[src/rtl/filter_serial_pkg.sv]
// Shared constants, FSM state type and output scaling for the serial 3x3 filter core.
// Define FILTER_SERIAL_SAT_EN to saturate outputs instead of wrapping them.
package filter_serial_pkg;

  localparam int unsigned DATA_W   = 8;
  localparam int unsigned ACC_W    = 20;
  localparam int unsigned IN_DIM   = 4;
  localparam int unsigned K_DIM    = 3;
  localparam int unsigned OUT_DIM  = 2;
  localparam int unsigned TAP_LAST = 8;

  typedef enum logic [1:0] {StLoad, StRun, StFinish, StDone} state_e;

  function automatic logic [DATA_W-1:0] scale_out(input logic [ACC_W-1:0] acc);
`ifdef FILTER_SERIAL_SAT_EN
    // Any bit above the output width means the value exceeds the output range.
    return (|acc[ACC_W-1:DATA_W]) ? '1 : acc[DATA_W-1:0];
`else
    return acc[DATA_W-1:0];
`endif
  endfunction

endpackage

[src/rtl/filter_serial_mac.sv]
// Unsigned 8x8 multiply-accumulate with synchronous clear (priority) and enable.
module filter_serial_mac
  import filter_serial_pkg::*;
(
  input  logic              clk_i,
  input  logic              rst_ni,
  input  logic              clr_i,
  input  logic              en_i,
  input  logic [DATA_W-1:0] a_i,
  input  logic [DATA_W-1:0] b_i,
  output logic [ACC_W-1:0]  acc_o
);

  logic [2*DATA_W-1:0] prod;
  logic [ACC_W-1:0]    acc_d, acc_q;

  always_comb begin
    prod  = (2*DATA_W)'(a_i) * (2*DATA_W)'(b_i);
    acc_d = acc_q;
    if (clr_i) begin
      acc_d = '0;
    end else if (en_i) begin
      acc_d = acc_q + ACC_W'(prod);
    end
  end

  always_ff @(posedge clk_i or negedge rst_ni) begin
    if (!rst_ni) begin
      acc_q <= '0;
    end else begin
      acc_q <= acc_d;
    end
  end

  assign acc_o = acc_q;

endmodule

[src/rtl/filter_serial_core.sv]
// Serial 3x3 valid cross-correlation of a 4x4 tile: four MACs walk the nine taps, one per clock.
// Output scaling is selected by FILTER_SERIAL_SAT_EN (saturate) or its absence (wrap).
module filter_serial_core
  import filter_serial_pkg::*;
(
  input  logic              clk,
  input  logic              rst,
  input  logic [0:DATA_W-1] a11, a12, a13, a14,
  input  logic [0:DATA_W-1] a21, a22, a23, a24,
  input  logic [0:DATA_W-1] a31, a32, a33, a34,
  input  logic [0:DATA_W-1] a41, a42, a43, a44,
  input  logic [0:DATA_W-1] b11, b12, b13,
  input  logic [0:DATA_W-1] b21, b22, b23,
  input  logic [0:DATA_W-1] b31, b32, b33,
  output logic [0:DATA_W-1] c11,
  output logic [0:DATA_W-1] c12,
  output logic [0:DATA_W-1] c21,
  output logic [0:DATA_W-1] c22,
  output logic              done
);

  logic [DATA_W-1:0] a_in [IN_DIM][IN_DIM];
  logic [DATA_W-1:0] b_in [K_DIM][K_DIM];
  logic [DATA_W-1:0] a_q  [IN_DIM][IN_DIM];
  logic [DATA_W-1:0] b_q  [K_DIM][K_DIM];
  logic [DATA_W-1:0] c_q  [OUT_DIM][OUT_DIM];
  logic [ACC_W-1:0]  acc  [OUT_DIM][OUT_DIM];

  state_e     state_q;
  logic [3:0] tap_q;
  logic [1:0] tap_r, tap_s;
  logic       done_q;
  logic       acc_clr, acc_en;

  always_comb begin
    a_in[0] = '{a11, a12, a13, a14};
    a_in[1] = '{a21, a22, a23, a24};
    a_in[2] = '{a31, a32, a33, a34};
    a_in[3] = '{a41, a42, a43, a44};
    b_in[0] = '{b11, b12, b13};
    b_in[1] = '{b21, b22, b23};
    b_in[2] = '{b31, b32, b33};
  end

  // Operands are captured once; ports are don't-care for the rest of the run.
  always_ff @(posedge clk or negedge rst) begin
    if (!rst) begin
      a_q <= '{default: '0};
      b_q <= '{default: '0};
    end else if (state_q == StLoad) begin
      a_q <= a_in;
      b_q <= b_in;
    end
  end

  always_ff @(posedge clk or negedge rst) begin
    if (!rst) begin
      state_q <= StLoad;
      tap_q   <= '0;
      c_q     <= '{default: '0};
      done_q  <= 1'b0;
    end else begin
      unique case (state_q)
        StLoad: begin
          tap_q   <= '0;
          state_q <= StRun;
        end
        StRun: begin
          if (tap_q == 4'(TAP_LAST)) begin
            state_q <= StFinish;
          end else begin
            tap_q <= tap_q + 4'd1;
          end
        end
        StFinish: begin
          for (int i = 0; i < OUT_DIM; i++) begin
            for (int j = 0; j < OUT_DIM; j++) begin
              c_q[i][j] <= scale_out(acc[i][j]);
            end
          end
          done_q  <= 1'b1;
          state_q <= StDone;
        end
        StDone: begin
        end
      endcase
    end
  end

  assign tap_r   = 2'(tap_q / 4'd3);
  assign tap_s   = 2'(tap_q % 4'd3);
  assign acc_clr = (state_q == StLoad);
  assign acc_en  = (state_q == StRun);

  for (genvar i = 0; i < OUT_DIM; i++) begin : g_row
    for (genvar j = 0; j < OUT_DIM; j++) begin : g_col
      logic [1:0] a_row, a_col;
      assign a_row = 2'(i) + tap_r;
      assign a_col = 2'(j) + tap_s;

      filter_serial_mac u_mac (
        .clk_i  (clk),
        .rst_ni (rst),
        .clr_i  (acc_clr),
        .en_i   (acc_en),
        .a_i    (a_q[a_row][a_col]),
        .b_i    (b_q[tap_r][tap_s]),
        .acc_o  (acc[i][j])
      );
    end
  end

  assign c11  = c_q[0][0];
  assign c12  = c_q[0][1];
  assign c21  = c_q[1][0];
  assign c22  = c_q[1][1];
  assign done = done_q;

endmodule

[config.mk]
export PLATFORM = sky130hd
export DESIGN_NAME = filter_serial_core
export DESIGN_NICKNAME = d
export VERILOG_FILES = /design/src/rtl/filter_serial_pkg.sv /design/src/rtl/filter_serial_mac.sv /design/src/rtl/filter_serial_core.sv
export SDC_FILE = /design/constraint.sdc
export NUM_CORES = 1
export LEC_CHECK = 0
export BUFFER_PORTS_ARGS = -buffer_cell sky130_fd_sc_hd__buf_4
export CAP_MARGIN = 20
export CORE_MARGIN = 2
export CORE_UTILIZATION = 57
export DETAILED_ROUTE_END_ITERATION = 12
export PLACE_DENSITY = 0.78
export RECOVER_POWER = 100
export SLEW_MARGIN = 30
export SYNTH_ARGS = -nofsm -noshare
export SYNTH_HDL_FRONTEND = slang
export SYNTH_SLANG_ARGS = --single-unit
[constraint.sdc]
create_clock -name clk -period 10.4 [get_ports clk]
set_clock_uncertainty 0.15 [all_clocks]
set_input_delay 1.04 -clock clk [delete_from_list [all_inputs] [get_ports clk]]
set_output_delay 1.04 -clock clk [all_outputs]
set_load 0.02 [all_outputs]
Word-level counts from Yosys, hierarchy flattened
Cells that the tools add are included.
- register bits after elaboration: 319
- input bits: 202
- output and inout bits: 33
- word-level logic and storage cells: 103
- $add $sub $neg: 7
- multiply operators: 4
- divide/modulo/power cells: 2
- magnitude comparators: 4
- equal/unequal tests: 5
- multiplexer cells: 36
- bitwise operators: 4
- reduce and logical (&&, ||, !) cells: 5
- operators by type and width (operator ; count):
    $mux W20 ; 8
    $bmux W32 S2 ; 2
    $mux W32 ; 4
    $add A20 B16 Y20 ; 4
    $bmux W8 S2 ; 5
    $mux W8 ; 10
    $mul A8 B8 Y16 ; 4
    $bmux W24 S2 ; 1
    $mux W24 ; 2
    $ge A3 B3 Y1 const B ; 4
    $not A2 Y3 ; 4
    $pmux W4 S2 ; 1
    $pmux W2 S3 ; 1
    $add A1 B2 Y2 const A ; 2
    $add A4 B1 Y4 const B ; 1
    $div A4 B2 Y4 const B ; 1
    $eq A4 B4 Y1 const B ; 1
    $mod A4 B2 Y4 const B ; 1
    $mux W4 ; 1
    $reduce_and A2 Y1 ; 2
    $reduce_bool A3 Y1 ; 1
    $eq A2 B1 Y1 const B ; 1
    $eq A2 B2 Y1 const B ; 1
    $logic_not A2 Y1 ; 1
    4 further kinds ; 4

Depth between registers and ports, before layout
- depth after elaboration: 13
- gate-level depth with buffers: 44
- gate-level depth less buffers: 36

By module
Synthesis repeated with hierarchy kept, for this count alone.
- cells, all modules: 2728
- area, all modules: 26850.8 um^2
- modules (own cells, without submodules) (module ; instances ; cells an instance ; area an instance (um^2) ; sequential area each (um^2)):
    filter_serial_core ; 1 ; 1089 ; 12386.9 ; 5980.7
    filter_serial_mac (g_row[0].g_col[0].u_mac ...) ; 2 ; 399 ; 3518.4 ; 500.5
    filter_serial_mac (g_row[1].g_col[0].u_mac) ; 1 ; 434 ; 3796.1 ; 500.5
    filter_serial_mac (g_row[1].g_col[1].u_mac) ; 1 ; 407 ; 3631.0 ; 500.5

Least setup slack after synthesis
No wires, ideal clock.
- path type: register to register
- from: register tap_q[0]
- to: register g_row[1].g_col[1].u_mac.acc_q[7]
- library setup time: 138 ps
- arrival: 8231 ps
- data required time: 10112 ps
- setup slack: 1881 ps
- stages on the path, launching flop included: 42
- buffers on the path: 9
- period minus slack after synthesis: 8519 ps
- cell sequence: dfrtp_1 -> clkbuf_1 -> clkinv_1 -> ha_1 -> and3b_1 -> buf_4 -> o211ai_2 -> inv_2 -> ha_1 -> buf_6 -> nor3b_2 -> buf_4 -> o21a_4 -> buf_6 -> o21ai_4 -> nand2_2 -> buf_2 -> buf_2 -> (+6 left out) -> inv_1 -> ha_1 -> ha_1 -> inv_1 -> fa_1 -> inv_1 -> ha_1 -> fa_1 -> a21o_1 -> a21oi_1 -> xnor2_1 -> and2_1 -> a221oi_1 -> xnor2_1 -> xnor2_1 -> xnor3_1 -> nand2_1 -> a21oi_1
- longest elaborated chain between the ends: 13
- elaborated cells on any way between the ends: 24
- classes of those cells: add/sub (3); mul (1); div (2); mux (14); bitwise (4)
- RTL lines (what ; line ; text):
    start, declared ; filter_serial_core.sv:30 ; logic [3:0] tap_q;
    start signal, assigned ; filter_serial_core.sv:72 ; tap_q <= tap_q + 4'd1;
    $div A4 B2 Y4 ; filter_serial_core.sv:90 ; assign tap_r = 2'(tap_q / 4'd3);
    $add A1 B2 Y2 ; filter_serial_core.sv:98 ; assign a_row = 2'(i) + tap_r;
    $not A2 Y3 (implied by the code) ; filter_serial_core.sv:106 ; .a_i (a_q[a_row][a_col]),
    $bmux W32 S2 ; filter_serial_core.sv:106 ;
    $mux W32 (implied by the code) (2 in a row) ; filter_serial_core.sv:106 ;
    $bmux W8 S2 ; filter_serial_core.sv:106 ;
    $mux W8 (implied by the code) (2 in a row) ; filter_serial_core.sv:106 ;
    $mul A8 B8 Y16 (*) ; filter_serial_mac.sv:18 ; prod = (2*DATA_W)'(a_i) * (2*DATA_W)'(b_i);
    $add A20 B16 Y20 (*) ; filter_serial_mac.sv:23 ; acc_d = acc_q + ACC_W'(prod);
    $mux W20 (*) ; filter_serial_mac.sv:22 ; end else if (en_i) begin
    $mux W20 (*) ; filter_serial_mac.sv:20 ; if (clr_i) begin
    end signal, assigned ; filter_serial_mac.sv:29 ; acc_q <= '0;
    end signal, assigned ; filter_serial_mac.sv:31 ; acc_q <= acc_d;
    end, declared ; filter_serial_mac.sv:15 ; logic [ACC_W-1:0] acc_d, acc_q;
Mark *: on every way between the ends. The rest lies on a longest branch, timed or not. The select of a mux whose other input is x is not followed.
A chain may end at the register's enable or synchronous reset.

Final worst setup path
- from: register tap_q[2]
- to: register g_row[1].g_col[1].u_mac.acc_q[7]
Same word-level chain as after synthesis.

==> results.tsv <==
stage	metric	value	unit
critical_path	startpoint_type	flip-flop	
global_routing	first_global_vias	14750	
floorplan	num_rows	65	
timing	timing.final.setup_violations	0	
global_routing	grt_pass1_wl	82900	microns
synth	synth.avg_cell_area	10.56	sq um
detailed_routing	routed_wl	53420	microns
critical_path	cp_slowest_stage_delay	700	ps
synth	syn_nets	2097	
timing	worst_slew_pin_slew	3591	ps
synth	ys_seq_area_frac	0.3682	
global_routing	overflow	0	
power	combPwrFrac	0.442	
synth	synth-edff-count	0	
final_layout	area_delta_synth_final	15.35	%
floorplan	start_util	0.5806	
power	ir_drop	0.1308	mV
power	power_leakage	9.659	nW
power	clockPowerShare	0.245	
cts	clock_latency	580	ps
global_routing	grt_max_degree	121	
global_routing	antenna_found_initial	0	
synth	synth.area.top_cells	dfrtp_1 37%, mux2_2 14%, fa_1 7.8%, ha_1 5.4%, inv_1 3.9%	
floorplan	ioPinCount	235	
power	power_density	204.6	mW/mm^2
critical_path	path_max_fanout	14	
cts	cts_tree	done	
timing	slew_headroom	-1.394	
detailed_routing	drc	0	
cts	clock_path_buffers	3	
cts	cts_root_buffer	clkbuf_16	
critical_path	crit_path_end_kind	flip-flop	
floorplan	die_area	0.03376	sq mm
critical_path	critPathKind	reg -> reg	
placement	io_buffers	234	
detailed_routing	wire_per_inst	22.62	microns
final_layout	antenna_cells	0	
detailed_routing	ant_nets	0	
cts	postCtsSetupBuffers	0	
global_routing	grtUsageTotal	0.3200	
placement	gp_congestion	0.9720	
placement	dp_hpwl	39930	microns
synth	ys.flop_type	dfrtp_1	
synth	synth_largest_area_cell	dfrtp_1	
cts	cts_hold_buf	0	
detailed_routing	dr.pass1.iters	5	
critical_path	cp_slowest_cell	o21ai_0	
job	max_cap_viol_count	10	
critical_path	worst_path_most_repeated_cell	ha_1	
run_status	status	finished with violations	
cts	cts.clk_slew.worst_paths	60	ps
critical_path	crit_family	adder cells	
detailed_routing	vias	14390	
min_path	hp-class	reg -> reg	
synth	synth_seq_cells	271	
power	power	4.347	mW
run_status	violations	capacitance limit, slew limit	
cts	clkSinkCount	271	
timing	setup_tns	0	ps
final_layout	n_fill_cell	2474	
power	p_sw	1.525	mW
synth	synth_common_cells	271 x dfrtp_1, 223 x mux2_2, 189 x inv_1, 168 x nand2_1, 82 x nor2_1	
synth	synth.most_common_cell	dfrtp_1	
floorplan	die_w	183.8	microns
synth	synth.top_cell.area_share	0.3682	
final_layout	drive_gt1_frac	0.2944	
synth	ys_types	93	
final_layout	finalNetCount	2290	
timing	hold_viol	0	
synth	synth.cell_area	0.01842	sq mm
power	seq_power_share	0.312	
timing	rsz0062_at_grt	no	
timing	fmax	103.7	MHz
cts	cts-htree-levels	1	
timing	period_share	0.9269	
critical_path	path_buf_inv	5	
cts	cts_resized	0	
power	switching_share	0.3508	
synth	syn_inst	1744	
synth	synth_warnings	0	
detailed_routing	via_per_inst	6.092	
synth	async_flop_share	1.000	
floorplan	coreArea	0.03172	sq mm
timing	maxSlewViolCount	608	
critical_path	required	10590	ps
critical_path	critical_path_arrival	9830	ps
floorplan	fp.dieH	183.8	microns
timing	min_period	9640	ps
detailed_routing	drt_iter0_drc	1226	
power	internal-power	2.822	mW
cts	cts_buffers	29	
[flip-flops by register name (all words and copies together) (netlist names)]
register and flops:
c22 8, tap_q 4, g_row.g_col.u_mac.acc_o 32, state_q 2
c12 8, a_q 128, c21 8, c11 8
done 1, b_q 72
[per-stage QoR]
step | instances | setup WS [ps] | hold WS, ps | util | instance area (sq um)
after detailed placement | 2307 | 1125 | 318.4 | 0.6433 | 20400
final | 2362 | 759.8 | 327.9 | 0.6698 | 21240
after global placement | 2307 | 1334 | 302.8 | 0.6431 | 20400
after floorplan | 1744 | 1881 | 322.1 | - | 18420
after global routing | 2362 | 219.2 | 349.2 | 0.6698 | 21240
after CTS | 2361 | 1069 | 336.6 | 0.6750 | 21410
[worst reg2reg max path: cells and delay by family (launching register included)]
family                   cells  cell delay (ps)
flip-flops                   1              570
XOR/XNOR                     4              700
AO/OA/AOI/OAI                8             2070
adder cells (fa/ha/maj)      8             3250
buffers and inverters        5              590
multiplexers                 1              170
AND/OR/NAND/NOR              8             1890
[power groups by stage]
stage / clock network (mW) / logic (mW) / registers (mW)
2_1_floorplan: 0 / 1.44 / 1.40
3_3_place_gp: 0 / 1.89 / 1.37
3_5_place_dp: 0 / 1.98 / 1.37
4_1_cts: 1.09 / 2.00 / 1.36
5_1_grt: 1.12 / 2.18 / 1.38
6_report: 1.07 / 1.92 / 1.36
[metal layers]
layer,track usage,part of all wire,wire (microns)
met2,0.5149,0.47,24960
met1,0.4346,0.42,22370
met3,0.06874,0.082,4365
met4,0.1021,0.032,1729
met5,0,0,0
[cells by family after synthesis]
logic type / Yosys count / synth area share
compound gates: 301 / 0.1229
flops: 271 / 0.3682
xor+xnor: 67 / 0.03852
buf+inv: 293 / 0.06801
mux: 284 / 0.1742
fa+ha+maj: 151 / 0.1319
simple gates: 377 / 0.09620
[placed cells by master, fill, tap and decap left out, types with 7 or more instances in the layout]
| master | count |
|---|---|
| o22a_1 | 7 |
| ha_1 | 79 |
| a21o_1 | 9 |
| a21oi_1 | 33 |
| nand2_1 | 168 |
| clkbuf_8 | 12 |
| a221o_1 | 8 |
| o211ai_1 | 11 |
| nand2b_1 | 18 |
| xnor3_1 | 7 |
| xor2_1 | 7 |
| o221ai_1 | 25 |
| inv_1 | 190 |
| nand3_1 | 26 |
| a31o_2 | 17 |
| dfrtp_1 | 271 |
| o21ai_0 | 39 |
| or2_2 | 11 |
| mux2i_1 | 51 |
| a211oi_1 | 9 |
| clkbuf_1 | 43 |
| and2_1 | 21 |
| xnor2_1 | 51 |
| nor2_1 | 82 |
| mux2_2 | 221 |
| o22ai_1 | 49 |
| a31oi_1 | 10 |
| a221oi_1 | 9 |
| fa_1 | 72 |
| clkbuf_16 | 29 |
| buf_4 | 219 |
[layout make-up]
class,count,area (sq um),share of cell area
multi-input combinational,1180,10410,0.4898
sequential,271,6782,0.3192
timing repair buffer,262,1824,0.08587
clock buffer,44,902.1,0.04246
inverter,193,724.4,0.03410
tap,402,503.0,0.02368
clock inverter,10,102.6,0.004829
[worst paths after layout]
kind | startpoint | end | slack (ps) | cells past startpoint
setup / recovery | tap_q[2] | g_row[1].g_col[1].u_mac.acc_o[7] | 760 | 34
hold / removal | done | done | 330 | 1
setup reg to reg | tap_q[2] | g_row[1].g_col[1].u_mac.acc_o[7] | 760 | 34
hold reg to reg | done | done | 330 | 1
max in group asynchronous | rst | b_q[34] | 3120 | 3
min in group asynchronous | rst | c11[2] | 1210 | 1
(Power assumes the default switching activity.)
